--- src/rtl/diffeq_pkg.sv ---
// Shared definitions for the differential-equation sequencer.
// State codes are driven straight onto the datapath's `state` input, so the
// encodings below must match the datapath's decode.
// Operand indices give the order in which nibbles arrive on the `in` bus.
package diffeq_pkg;

    typedef enum logic [2:0] {
        S_IDLE = 3'b000,
        S_READ = 3'b001,
        S_C1   = 3'b010,
        S_C2   = 3'b011,
        S_C3   = 3'b100,
        S_C4   = 3'b101,
        S_DONE = 3'b110
    } state_t;

    localparam logic [1:0] OP_X  = 2'd0;
    localparam logic [1:0] OP_DX = 2'd1;
    localparam logic [1:0] OP_A  = 2'd2;
    localparam logic [1:0] OP_U  = 2'd3;

endpackage

--- src/rtl/cycle_watchdog.sv ---
// Per-state cycle watchdog for compute-unit controllers.
// Counts enabled cycles since the last clear. o_expired is high during the
// TIMEOUT-th enabled cycle after a clear, so a controller that leaves on
// o_expired spends exactly TIMEOUT cycles in the guarded state.
// Ports:
//   i_clk      system clock
//   i_reset    synchronous active-high reset
//   i_clear    restart the count (asserted on the edge entering a state)
//   i_enable   count this cycle
//   o_expired  limit reached in the current cycle
module cycle_watchdog #(
    parameter int TIMEOUT = 16,
    parameter int TO_W    = 5
) (
    input  logic i_clk,
    input  logic i_reset,
    input  logic i_clear,
    input  logic i_enable,
    output logic o_expired
);

    logic [TO_W-1:0] r_count;
    logic            w_hit;

    assign w_hit     = (r_count >= TO_W'(TIMEOUT - 1));
    assign o_expired = i_enable && w_hit;

    always_ff @(posedge i_clk) begin
        if (i_reset) begin
            r_count <= '0;
        end else if (i_clear) begin
            r_count <= '0;
        end else if (i_enable && !w_hit) begin
            r_count <= r_count + 1'b1;
        end
    end

endmodule

--- src/rtl/diffeq_sequencer.sv ---
// Control FSM for the differential-equation datapath.
// Streams the x, dx, a, u operand nibbles into the datapath, steps it through
// C1..C4 once per loop iteration, and ends the run on the loop-exit flag, the
// iteration cap or a per-state watchdog timeout.
// Ports:
//   i_clk, i_reset          clock, synchronous active-high reset
//   i_start                 run request (IDLE only)
//   i_in_valid / o_in_ready operand nibble handshake on the datapath bus
//   i_compute_done          datapath completion for the current compute state
//   i_continue_while        datapath loop condition, looked at on C4 exit
//   o_state                 state code to the datapath
//   o_load_x/dx/a/u         operand capture strobes to the datapath
//   o_dp_reset              one-cycle datapath clear at the start of a run
//   o_busy, o_done          run in progress / one-cycle completion pulse
//   o_timeout_err           last run ended by watchdog
//   o_iter_count            completed iterations of the last or current run
//
// state  | meaning
// IDLE   | waiting for start
// READ   | first cycle clears datapath, then accepts x, dx, a, u in order
// C1..C4 | compute steps; cycle 0 is a settle cycle, compute_done advances
// DONE   | one-cycle completion pulse
module diffeq_sequencer
    import diffeq_pkg::*;
#(
    parameter int MAX_ITER = 255,
    parameter int ITER_W   = 8,
    parameter int TIMEOUT  = 16,
    parameter int TO_W     = 5
) (
    input  logic              i_clk,
    input  logic              i_reset,
    input  logic              i_start,
    input  logic              i_in_valid,
    output logic              o_in_ready,
    input  logic              i_compute_done,
    input  logic              i_continue_while,
    output logic [2:0]        o_state,
    output logic              o_load_x,
    output logic              o_load_dx,
    output logic              o_load_a,
    output logic              o_load_u,
    output logic              o_dp_reset,
    output logic              o_busy,
    output logic              o_done,
    output logic              o_timeout_err,
    output logic [ITER_W-1:0] o_iter_count
);

    state_t              r_state;
    state_t              w_next;
    logic                r_first;
    logic [1:0]          r_idx;
    logic [ITER_W-1:0]   r_iter;
    logic                r_to_err;

    logic                w_compute;
    logic                w_accept;
    logic                w_step;
    logic                w_expired;
    logic                w_timeout;
    logic                w_wd_clear;
    logic [ITER_W-1:0]   w_iter_inc;

    assign w_compute  = (r_state == S_C1) || (r_state == S_C2) ||
                        (r_state == S_C3) || (r_state == S_C4);
    assign w_accept   = (r_state == S_READ) && !r_first && i_in_valid;
    // compute_done is one clock stale on state entry, so ignore it there
    assign w_step     = w_compute && !r_first && i_compute_done;
    assign w_timeout  = w_compute && !w_step && w_expired;
    assign w_wd_clear = (w_next != r_state);
    assign w_iter_inc = (r_iter == ITER_W'(MAX_ITER)) ? r_iter : r_iter + 1'b1;

    cycle_watchdog #(
        .TIMEOUT (TIMEOUT),
        .TO_W    (TO_W)
    ) u_watchdog (
        .i_clk     (i_clk),
        .i_reset   (i_reset),
        .i_clear   (w_wd_clear),
        .i_enable  (w_compute),
        .o_expired (w_expired)
    );

    always_ff @(posedge i_clk) begin
        if (i_reset) begin
            r_state  <= S_IDLE;
            r_first  <= 1'b0;
            r_idx    <= '0;
            r_iter   <= '0;
            r_to_err <= 1'b0;
        end else begin
            r_state <= w_next;
            r_first <= (w_next != r_state);
            if (r_state == S_IDLE && i_start) begin
                r_iter   <= '0;
                r_to_err <= 1'b0;
            end
            if (r_state == S_READ) begin
                if (r_first) begin
                    r_idx <= '0;
                end else if (w_accept) begin
                    r_idx <= r_idx + 2'd1;
                end
            end
            if (r_state == S_C4 && w_step) begin
                r_iter <= w_iter_inc;
            end
            if (w_timeout) begin
                r_to_err <= 1'b1;
            end
        end
    end

    always_comb begin
        w_next     = r_state;
        o_load_x   = 1'b0;
        o_load_dx  = 1'b0;
        o_load_a   = 1'b0;
        o_load_u   = 1'b0;
        o_in_ready = 1'b0;
        o_dp_reset = 1'b0;
        case (r_state)
            S_IDLE: begin
                if (i_start) w_next = S_READ;
            end
            S_READ: begin
                o_dp_reset = r_first;
                o_in_ready = !r_first;
                if (w_accept) begin
                    case (r_idx)
                        OP_X:    o_load_x  = 1'b1;
                        OP_DX:   o_load_dx = 1'b1;
                        OP_A:    o_load_a  = 1'b1;
                        OP_U:    o_load_u  = 1'b1;
                        default: o_load_x  = 1'b0;
                    endcase
                    if (r_idx == OP_U) w_next = S_C1;
                end
            end
            S_C1: begin
                if (w_step) w_next = S_C2;
                else if (w_expired) w_next = S_DONE;
            end
            S_C2: begin
                if (w_step) w_next = S_C3;
                else if (w_expired) w_next = S_DONE;
            end
            S_C3: begin
                if (w_step) w_next = S_C4;
                else if (w_expired) w_next = S_DONE;
            end
            S_C4: begin
                if (w_step) begin
                    if (i_continue_while && (w_iter_inc < ITER_W'(MAX_ITER)))
                        w_next = S_C1;
                    else
                        w_next = S_DONE;
                end else if (w_expired) begin
                    w_next = S_DONE;
                end
            end
            S_DONE: begin
                w_next = S_IDLE;
            end
            default: begin
                w_next = S_IDLE;
            end
        endcase
    end

    assign o_state       = r_state;
    assign o_busy        = (r_state != S_IDLE);
    assign o_done        = (r_state == S_DONE);
    assign o_timeout_err = r_to_err;
    assign o_iter_count  = r_iter;

endmodule

--- config.mk ---
export PLATFORM = sky130hd
export DESIGN_NAME = diffeq_sequencer
export DESIGN_NICKNAME = d
export VERILOG_FILES = /design/src/rtl/diffeq_pkg.sv /design/src/rtl/cycle_watchdog.sv /design/src/rtl/diffeq_sequencer.sv
export SDC_FILE = /design/constraint.sdc
export NUM_CORES = 1
export LEC_CHECK = 0
export BUFFER_PORTS_ARGS = -buffer_cell sky130_fd_sc_hd__buf_2
export CAP_MARGIN = 20
export CORE_MARGIN = 4
export CORE_UTILIZATION = 35
export DETAILED_ROUTE_END_ITERATION = 16
export HOLD_SLACK_MARGIN = 0.06
export PLACE_DENSITY = 0.57
export SETUP_SLACK_MARGIN = 0.5
export SLEW_MARGIN = 20
export SYNTH_ARGS = -nofsm -noshare
export SYNTH_HDL_FRONTEND = slang
export SYNTH_HIERARCHICAL = 1
export SYNTH_SLANG_ARGS = --single-unit
--- constraint.sdc ---
create_clock -name i_clk -period 2.5 [get_ports i_clk]
set_input_delay 0.25 -clock i_clk [delete_from_list [all_inputs] [get_ports i_clk]]
set_output_delay 0.25 -clock i_clk [all_outputs]
set_load 0.1 [all_outputs]
# ---- After elaboration in Yosys (flattened, before gate mapping)
# Index checks and enable logic that the tools add are counted.
dict set report totals {
  word_cells 78
  in_bits 6
  ff_bits 20
  output_inout_bits 20
}
dict set report classes {
  magnitude_cmp 2
  n_reduce_logical 25
  n_mux 31
  eq_ne 11
  addsub 3
}
# cell n
set op_table {}
lappend op_table {{2-to-1 mux 3 bit} 9}
lappend op_table {{2-to-1 mux 8 bit} 3}
lappend op_table {{case mux 3 bit (6 select lines)} 1}
lappend op_table {{2-to-1 mux 1 bit} 16}
lappend op_table {{logical AND 1 bit} 11}
lappend op_table {{== test 3 bit (second input constant)} 3}
lappend op_table {{adder 8 x 1 -> 8 bit (second input constant)} 1}
lappend op_table {{== test 8 bit (second input constant)} 1}
lappend op_table {{< comparator 8 bit (second input constant)} 1}
lappend op_table {{== test 3 x 2 -> 1 bit (second input constant)} 2}
lappend op_table {{nonzero test 2 bit} 3}
lappend op_table {{adder 5 x 1 -> 5 bit (second input constant)} 1}
lappend op_table {{greater-or-equal comparator 5 x 4 -> 1 bit (second input constant)} 1}
lappend op_table {{== test 2 bit (second input constant)} 2}
lappend op_table {{2-to-1 mux 2 bit} 2}
lappend op_table {{== test 3 x 1 -> 1 bit (second input constant)} 1}
lappend op_table {{zero test 1 bit} 3}
lappend op_table {{zero test 3 bit} 1}
lappend op_table {{logical OR 1 bit} 3}
lappend op_table {{!= test 3 bit} 1}
lappend op_table {{nonzero test 3 bit} 1}
lappend op_table {{adder 2 x 1 -> 2 bit (second input constant)} 1}
lappend op_table {{== test 2 x 1 -> 1 bit (second input constant)} 1}
lappend op_table {{zero test 2 bit} 1}
lappend op_table {{other kinds (2)} 2}

# ---- Logic depth before layout (Yosys ltp)
# Gate-level depths: netlist of the first run.
dict set report depth {
  ltp_word 10
  depth_mapped 13
  ltp_nobuf 13
}

# ---- Modules after synthesis
# Netlist of the first run, hierarchy kept.
# module instances area_each_um2 seq_area_each_um2 cells_per_inst
set by_module_without_submodules {}
lappend by_module_without_submodules {diffeq_sequencer 1 1118.6 300.3 146}
lappend by_module_without_submodules {cycle_watchdog 1 276.5 100.1 29}

# ---- Worst setup path after synthesis of the first run
# No wires, ideal clock.
dict set report synth_path {
  path_kind {reg2out}
  startpoint {register r_state[0] (netlist: o_state[0])}
  endpoint {output port o_load_a}
  arrival_ps 4001
  t_required_ps 2250
  stages_incl_launch_ff 5
  path_buffers 1
  slack_ps -1751
  path_cell_list {dfxtp_1 > buf_2 > or3b_2 > nor2_1 > and3_1}
}
dict set report synth_between {
  elab_chain_len 5
}
# item line
set synth_lines {}
lappend synth_lines {{start, declared} diffeq_sequencer.sv:50} ;# state_t r_state;
lappend synth_lines {{start signal, assigned} diffeq_sequencer.sv:93} ;# r_state <= w_next;
lappend synth_lines {{== test 3 x 1 -> 1 bit *} {diffeq_sequencer.sv:67, diffeq_sequencer.sv:123}}
lappend synth_lines {{logical AND 1 bit (2 in a row)} diffeq_sequencer.sv:67} ;# assign w_accept = (r_state == S_READ) && !r_first && i_in_valid;
lappend synth_lines {{2-to-1 mux 1 bit} diffeq_sequencer.sv:130} ;# if (w_accept) begin
lappend synth_lines {{2-to-1 mux 1 bit *} diffeq_sequencer.sv:123} ;# case (r_state)
lappend synth_lines {{end, declared} diffeq_sequencer.sv:41} ;# output logic o_load_a,
# Every way passes the cells marked *; elsewhere a longest branch is shown, timed or not.

# ---- Final worst setup path of the first run
dict set report layout_path {
  startpoint {register u_watchdog.r_count[1]}
  endpoint {register u_watchdog.r_count[0]}
}
dict set report layout_between {
  elab_chain_len 7
  elab_cells_between_ends 12
  cone_classes {order compare (1); eq/ne (1); mux (6); reduce/logical (4)}
}
# item line
set layout_lines {}
lappend layout_lines {{start, declared} cycle_watchdog.sv:22} ;# logic [TO_W-1:0] r_count;
lappend layout_lines {{start signal, assigned} cycle_watchdog.sv:34} ;# r_count <= r_count + 1'b1;
lappend layout_lines {{greater-or-equal comparator 5 x 4 -> 1 bit *} cycle_watchdog.sv:25} ;# assign w_hit = (r_count >= TO_W'(TIMEOUT - 1));
lappend layout_lines {{logical AND 1 bit *} cycle_watchdog.sv:26} ;# assign o_expired = i_enable && w_hit;
lappend layout_lines {{via w_expired} diffeq_sequencer.sv:60} ;# logic w_expired;
lappend layout_lines {{2-to-1 mux 3 bit *} --}
lappend layout_lines {{2-to-1 mux 3 bit (on tied branches)} --}
lappend layout_lines {{case mux 3 bit (6 select lines) *} diffeq_sequencer.sv:123}
lappend layout_lines {{!= test 3 bit *} diffeq_sequencer.sv:71} ;# assign w_wd_clear = (w_next != r_state);
lappend layout_lines {{via w_wd_clear} diffeq_sequencer.sv:62} ;# logic w_wd_clear;
lappend layout_lines {{OR reduction 2 bit (no source line) *} --}
# The timed path passes the listed nets; every way through them passes the cells marked *.
# A chain may end at the register's enable or synchronous reset.

==> run summary, run 1 <==
The average detailed-routed wire length per instance works out to 13.6 microns. The number of endpoints with negative hold slack in the final report is 0. The die is 71.1 microns wide.

The cell sitting at the root of the clock tree is a sky130_fd_sc_hd__clkbuf_8. The run gives 5060 sq um as the die footprint. The filler cells instantiated in the layout total 381. Clock tree synthesis found a total of 20 sinks. The clock-pin slew on the worst setup and hold paths came out at 80 ps. The detailed placer's ending HPWL is 2590 microns. STA classifies the critical path startpoint as a flop. The final total power was 0.691 mW. In this run the standard cell core region covers 3740 sq um. STA classifies the critical path endpoint as a flop. In this run the static leakage power is 0.725 nW.

Data on the critical path arrives at its endpoint at 2630 ps. For this block, the initial DRC count from the detailed router was 158. The number of warnings reported in the yosys synthesis log is 6.

Setup repair after global routing could not meet its margin everywhere. VDD sags by at most 0.000252 V. The worst pin sits at a relative slew slack of 67.5%. The critical path required time was 2680 ps; the maximum clock insertion buffer count was 2. The critical path in this run is classified as flop to flop. Averaged over all synthesized cells, the footprint is 7.97 sq um. For this run, the post-layout net count is 220. Yosys attributes the largest share of cell area to sky130_fd_sc_hd__dfxtp_1, sky130_fd_sc_hd__ha_1, sky130_fd_sc_hd__nand2_1, sky130_fd_sc_hd__mux2i_1, sky130_fd_sc_hd__nor2_1. The run finished with clean final reports. From synthesis to final layout, the design area changed by 31.6%. For this configuration, the core starts out at a cell density of 37.3%. Row generation in the floorplan step produced 22 rows. The tools report the global routing usage summed across all routing layers as 13.9%. The run gives 3440 microns as the detailed-route wire length. Sequential elements use 28.7% of the synthesized area. TritonCTS built the clock tree.

For the pin with the worst max-slew slack, the measured transition is 491 ps. Summed over all layers, the global routing overflow is 0. Cells with a size suffix above 1 make up 38.5% of the layout. The later pin in the worst-skew pair is clocked with a latency of 260 ps. Max-cap violations in this run came to 0. For this run, asynchronously set or reset flops after synthesis account for 0%. The final critical path time including I/O delays and setup came out at 2460 ps. The count of cells in the finished layout, fillers not included, comes to 253. The first global-routing pass estimated 5870 microns of wire. The number of antenna diodes in the final layout is 0. By count the netlist is led by sky130_fd_sc_hd__nand2_1, sky130_fd_sc_hd__dfxtp_1, sky130_fd_sc_hd__nor2_1, sky130_fd_sc_hd__ha_1. In this run the worst path has a maximum fanout of 3. Buffers inserted during clock tree synthesis total 3. The detailed-route vias per instance was 5.32. The gate count after technology mapping is 175. Counting every net in the synthesized netlist gives 189. The die height is 71.1 microns, and the worst clock skew is 6.89 ps.

The maximum level of the CTS H-tree was 1. The run gives 26 as the I/O pin total. At the end of routability-driven placement, the weighted congestion stood at 0.867. After detailed placement, the design holds a cell count of 244. The run gives 0 as the residual antenna-violating net count after detailed routing. The leading area contributor after synthesis was sky130_fd_sc_hd__dfxtp_1. The logs give 50 for the number of distinct library cells after synthesis and 0 for the number of DRC violations after detailed routing. The top cell type by area accounts for 28.7% of the synthesized area. The first TritonRoute pass finished after 4 iterations. Timing would allow up to 407 MHz. The number of setup violations in the final report came out at 0. Via count of the first global-routing pass: 1290.

Entering global routing, the biggest net connects 16 pins. In the synthesized netlist the dominant register cell turns out to be sky130_fd_sc_hd__dfxtp_1. The ratio of total power to cell area was 377 nW/um^2.

The logs give 0 for the initial antenna violation count and 0 for the post-cts hold buffer count. The final critical-path share of the clock period was 98.3%. The area of the mapped netlist was 1400 sq um. Number of input and output port buffers inserted: 25. The worst hold path belongs to the class input port to flop. In this run, synthesis inferred 0 flip-flops with an integrated enable.

The register bit total from synthesis is 20. The final max-slew violation count was 0. The leading cell type by number of instances after synthesis was sky130_fd_sc_hd__nand2_1.

For the number of vias in the routed layout, the log shows 1345.
## worst paths after layout
check	start	to	slack, ps	cells after the start
max	u_watchdog/r_count[1]	u_watchdog/r_count[0]	40	12
min reg2reg	u_watchdog/r_count[3]	u_watchdog/r_count[3]	490	2
min	i_reset	o_iter_count[7]	360	2
max reg2reg	u_watchdog/r_count[1]	u_watchdog/r_count[0]	40	12
## stage by stage
| step | util, % | hold WS, ps | setup slack (ps) | instance area, sq um | TNS, ps |
|---|---|---|---|---|---|
| 2_1_floorplan | - | 348 | 118 | 1530 | 0 |
| 3_3_place_gp | 45.0 | 458 | 79.2 | 1680 | 0 |
| 3_5_place_dp | 45.0 | 471 | -62.9 | 1680 | -62.9 |
| 4_1_cts | 48.2 | 362 | 34.6 | 1810 | 0 |
| 5_1_grt | 49.0 | 378 | -114 | 1840 | -439 |
| 6_report | 49.0 | 363 | 42.7 | 1840 | 0 |
## cell families (layout without fill, tap and decap cells)
family / after synthesis / in the layout / synth area share [%]
AOI/OAI and AO/OA: 31 / 31 / 16.1
adders and majority gates: 9 / 9 / 7.89
buffers and inverters: 15 / 45 / 5.74
muxes: 7 / 7 / 5.11
DFF: 20 / 20 / 28.7
and+or+nand+nor: 92 / 92 / 35.9
xor gates and xnor gates: 1 / 1 / 0.628
## where the power goes
part,internal (mW),switching (mW)
combinational,0.0352,0.0838
clock,0.140,0.111
sequential,0.314,0.00746
## state kept, by name, summed over array words and instances, names as in the netlist
register            flops
o_iter_count            8
r_idx                   2
r_first                 1
o_timeout_err           1
u_watchdog/r_count      5
o_state                 3
## layout make-up
class                      count  area [sq um]  share of cell area (%)
inverter                       6          22.5                    1.23
tap                           48          60.1                    3.27
multi-input combinational    140          1030                    56.3
clock buffer                   4          55.1                    3.00
sequential                    20           439                    23.9
timing repair buffer          35           225                    12.3
## cell usage in the layout, fill, tap and decap left out, drive strengths merged, types with 2 or more instances in the layout
master and count:
a211oi 2, a21oi 4, a22oi 2, a31oi 5, and2 4, and3 9
and3b 2, buf 34, clkbuf 5, dfxtp 20, ha 8, inv 6
mux2i 6, nand2 22, nand2b 5, nand3 7, nand3b 3, nand4 5
nor2 18, nor2b 2, nor3 7, o21ai 6, o22ai 3, or3 2
## per-layer routing
layer | wire length, microns | vias to the layer above | global-route usage [%] | part of all wire, %
li1 | - | 691 | - | -
met1 | 1610 | 628 | 17.8 | 47
met2 | 1710 | 22 | 24.0 | 50
met3 | 87 | 4 | 2.84 | 2.5
met4 | 38 | 0 | 3.13 | 1.1
met5 | 0 | - | 0 | 0
## timing repair
action / in CTS / in global routing
setup buffers: 4 / 1
gates resized for setup: 9 / 6
endpoints found under the setup margin: 9 / 11
pin swaps: 10 / 0
hold endpoints to repair: 0 / 0
## critical path, cell delays in order (launching register included)
cell and delay (ps):
sky130_fd_sc_hd__dfxtp_2 340, sky130_fd_sc_hd__ha_4 160, sky130_fd_sc_hd__and3_4 180, sky130_fd_sc_hd__ha_4 150
sky130_fd_sc_hd__nor2_4 90, sky130_fd_sc_hd__a21boi_2 70, sky130_fd_sc_hd__a21oi_2 190, sky130_fd_sc_hd__a2bb2oi_2 180
sky130_fd_sc_hd__o32ai_2 100, sky130_fd_sc_hd__xnor2_1 230, sky130_fd_sc_hd__nand3_2 140, sky130_fd_sc_hd__or3_1 400
sky130_fd_sc_hd__mux2i_1 150
(Power assumes the default switching activity.)
==> run 2, diff against run 1 <==
- RECOVER_POWER: default -> 100
==> run summary, run 2 (synthesis results as in run 1) <==
Data on the critical path is required at its endpoint by 2680 ps. The fraction of layout instances using a drive strength above 1 was 30.2%; the post-layout utilization of the core was 47.5%. The arrival time at the worst endpoint came out at 2640 ps.

The ratio of total power to cell area was 386 nW/um^2. In this run the remaining antenna-violating nets after routing total 0. Before antenna repair, the detailed router went through 4 iterations. The run finished with clean final reports.

Global routing consumed, over all layers together, 13.9% of the routing resources. TritonCTS built the clock tree. The initial antenna violation count came out at 0. Setup repair after global routing could not meet its margin everywhere.

The number of clock buffers added by TritonCTS is 3. The most common cell after layout, fill and taps aside was sky130_fd_sc_hd__nand2_1. The layout has 393 filler cells. The wire-length estimate of the detail-placed layout is 2590 microns. The slew at the pin closest to its max-slew limit was 1180 ps; the worst clock skew was 7.11 ps.

The total inserted antenna cells was 0. The register with the most flip-flops in the layout has 8 of them. The wire length of the first global-routing pass is 5870 microns, and the maximum clock insertion buffer count is 2. The tools report the standard cell area after detailed placement as 1680 sq um. The detailed-route vias per instance is 5.34, and the via count of the first global-routing pass is 1290.

In this run the worst path has a maximum fanout of 3. The category of the most critical setup path is flop to flop. In this run the tightest slew margin relative to its limit is 21.8%. Entering global routing, the biggest net connects 16 pins. The number of input and output port buffers inserted was 25; the core area was 3740 sq um. The floorplan has 22 rows.

Clock latency on the worst-skew pair, taken at its later pin, is 260 ps. The global route total overflow is 0, and the final max-slew violation count is 0. The die height is 71.1 microns. Total non-filler cell area in the finished layout: 1780 sq um.

The violation count after the first detailed-route iteration was 137. Count of non-filler cells in the finished layout: 253. The final critical-path share of the clock period was 98.5%; the number of max-cap violations was 0. For this run, the top clock speed supported by timing is 406 MHz. The die is 71.1 microns wide. Summing over every cut layer, the via total after detailed routing is 1352. The maximum level of the CTS H-tree was 1; the total number of clock tree sinks was 20. Subtracting the final worst setup slack from the clock period gives 2460 ps.

The tools report the number of DRC violations after detailed routing as 0. The detailed-route wire length is 3480 microns, and the worst IR drop on VDD is 0.000253 V. The nature of the critical path startpoint was a flop. The I/O pin total is 26, and the cell leakage power is 0.652 nW.

The worst setup path is captured at a flop. The die covers 5060 sq um. Clock-pin slew was measured on the worst setup and hold paths at 80 ps. In this run the worst hold path is classified as input port to flop. The tightest hold path in the finished design has a slack of 360 ps. The tools report the count of placed standard cells including taps as 244.

Dividing the detail-routed wire length by the instance count gives 13.7 microns. Setup violations remaining at the end of the flow were counted as 0. The layout-stage area growth over the synthesis result was 27.5%; the net count of the finished layout was 220. The tools report the effective utilization at floorplan as 37.3%. Leaving out fill and tap cells, the most frequent cells in the layout are sky130_fd_sc_hd__nand2_1, sky130_fd_sc_hd__nor2_1, sky130_fd_sc_hd__clkbuf_1, sky130_fd_sc_hd__dfxtp_4, sky130_fd_sc_hd__buf_4. In this run the clock root is driven by a sky130_fd_sc_hd__clkbuf_8. The number of endpoints with negative hold slack in the final report came out at 0. At the end of routability-driven placement, the weighted congestion stood at 0.867.
run 2: cell count changes in the layout (fill, tap and decap cells not counted):
| cell | change |
|---|---|
| sky130_fd_sc_hd__nor4_1 | +1 |
| sky130_fd_sc_hd__buf_2 | -16 |
| sky130_fd_sc_hd__nor2_1 | +1 |
| sky130_fd_sc_hd__clkbuf_2 | +6 |
| sky130_fd_sc_hd__nor2_4 | -1 |
| sky130_fd_sc_hd__and2_1 | -2 |
| sky130_fd_sc_hd__clkbuf_4 | -1 |
| sky130_fd_sc_hd__buf_6 | -3 |
| sky130_fd_sc_hd__and2_0 | +2 |
| sky130_fd_sc_hd__clkbuf_1 | +15 |
| sky130_fd_sc_hd__nor4_2 | -1 |
| sky130_fd_sc_hd__buf_4 | -1 |
run 2: power breakdown:
group	leakage [nW]	switching [mW]	internal [mW]
logic	0.452	0.0829	0.0311
registers	0.171	0.00676	0.314
clock network	0.0288	0.112	0.140
run 2: what timing repair did:
action / in CTS / in global routing
hold buffers: 0 / 0
setup buffers: 4 / 1
resized for setup: 9 / 6
setup endpoints to repair: 9 / 11
pin swaps: 10 / 0
run 2: worst max-delay path: stages (launching register included):
cell and delay, ps:
sky130_fd_sc_hd__dfxtp_2 340, sky130_fd_sc_hd__ha_4 160, sky130_fd_sc_hd__and3_4 180, sky130_fd_sc_hd__ha_4 160, sky130_fd_sc_hd__nor2_4 90, sky130_fd_sc_hd__a21boi_2 80, sky130_fd_sc_hd__a21oi_2 190, sky130_fd_sc_hd__a2bb2oi_2 180
sky130_fd_sc_hd__o32ai_2 100, sky130_fd_sc_hd__xnor2_1 230, sky130_fd_sc_hd__nand3_2 140, sky130_fd_sc_hd__or3_1 400, sky130_fd_sc_hd__mux2i_1 150
run 2: path summary, 6_finish.rpt:
path,from,endpoint,slack (ps),depth (start not counted)
max,u_watchdog/r_count[1],u_watchdog/r_count[0],40,12
min,i_reset,o_iter_count[7],360,2
min reg2reg,u_watchdog/r_count[3],u_watchdog/r_count[3],480,2
max reg2reg,u_watchdog/r_count[1],u_watchdog/r_count[0],40,12
run 2: layer usage:
layer | part of all wire, % | track usage, % | up-vias
met3 | 3.0 | 2.84 | 4
met5 | 0 | 0 | -
met1 | 46 | 17.8 | 636
met2 | 50 | 24.0 | 18
li1 | - | - | 694
met4 | 1.1 | 3.13 | 0
run 2: layout make-up:
type / instances / area [sq um] / share of cell area, %
Multi-Input combinational cell: 140 / 1020 / 57.3
Sequential cell: 20 / 439 / 24.7
Timing Repair Buffer: 35 / 183 / 10.3
Tap cell: 48 / 60.1 / 3.38
Clock buffer: 4 / 55.1 / 3.09
Inverter: 6 / 22.5 / 1.27
run 2: per-stage QoR:
stage	TNS, ps	total power, mW	worst slack, ps
2_1_floorplan	0	0.418	118
3_3_place_gp	0	0.436	79.2
3_5_place_dp	-62.9	0.438	-62.9
4_1_cts	0	0.695	34.6
5_1_grt	-439	0.712	-114
6_report	0	0.687	36.4
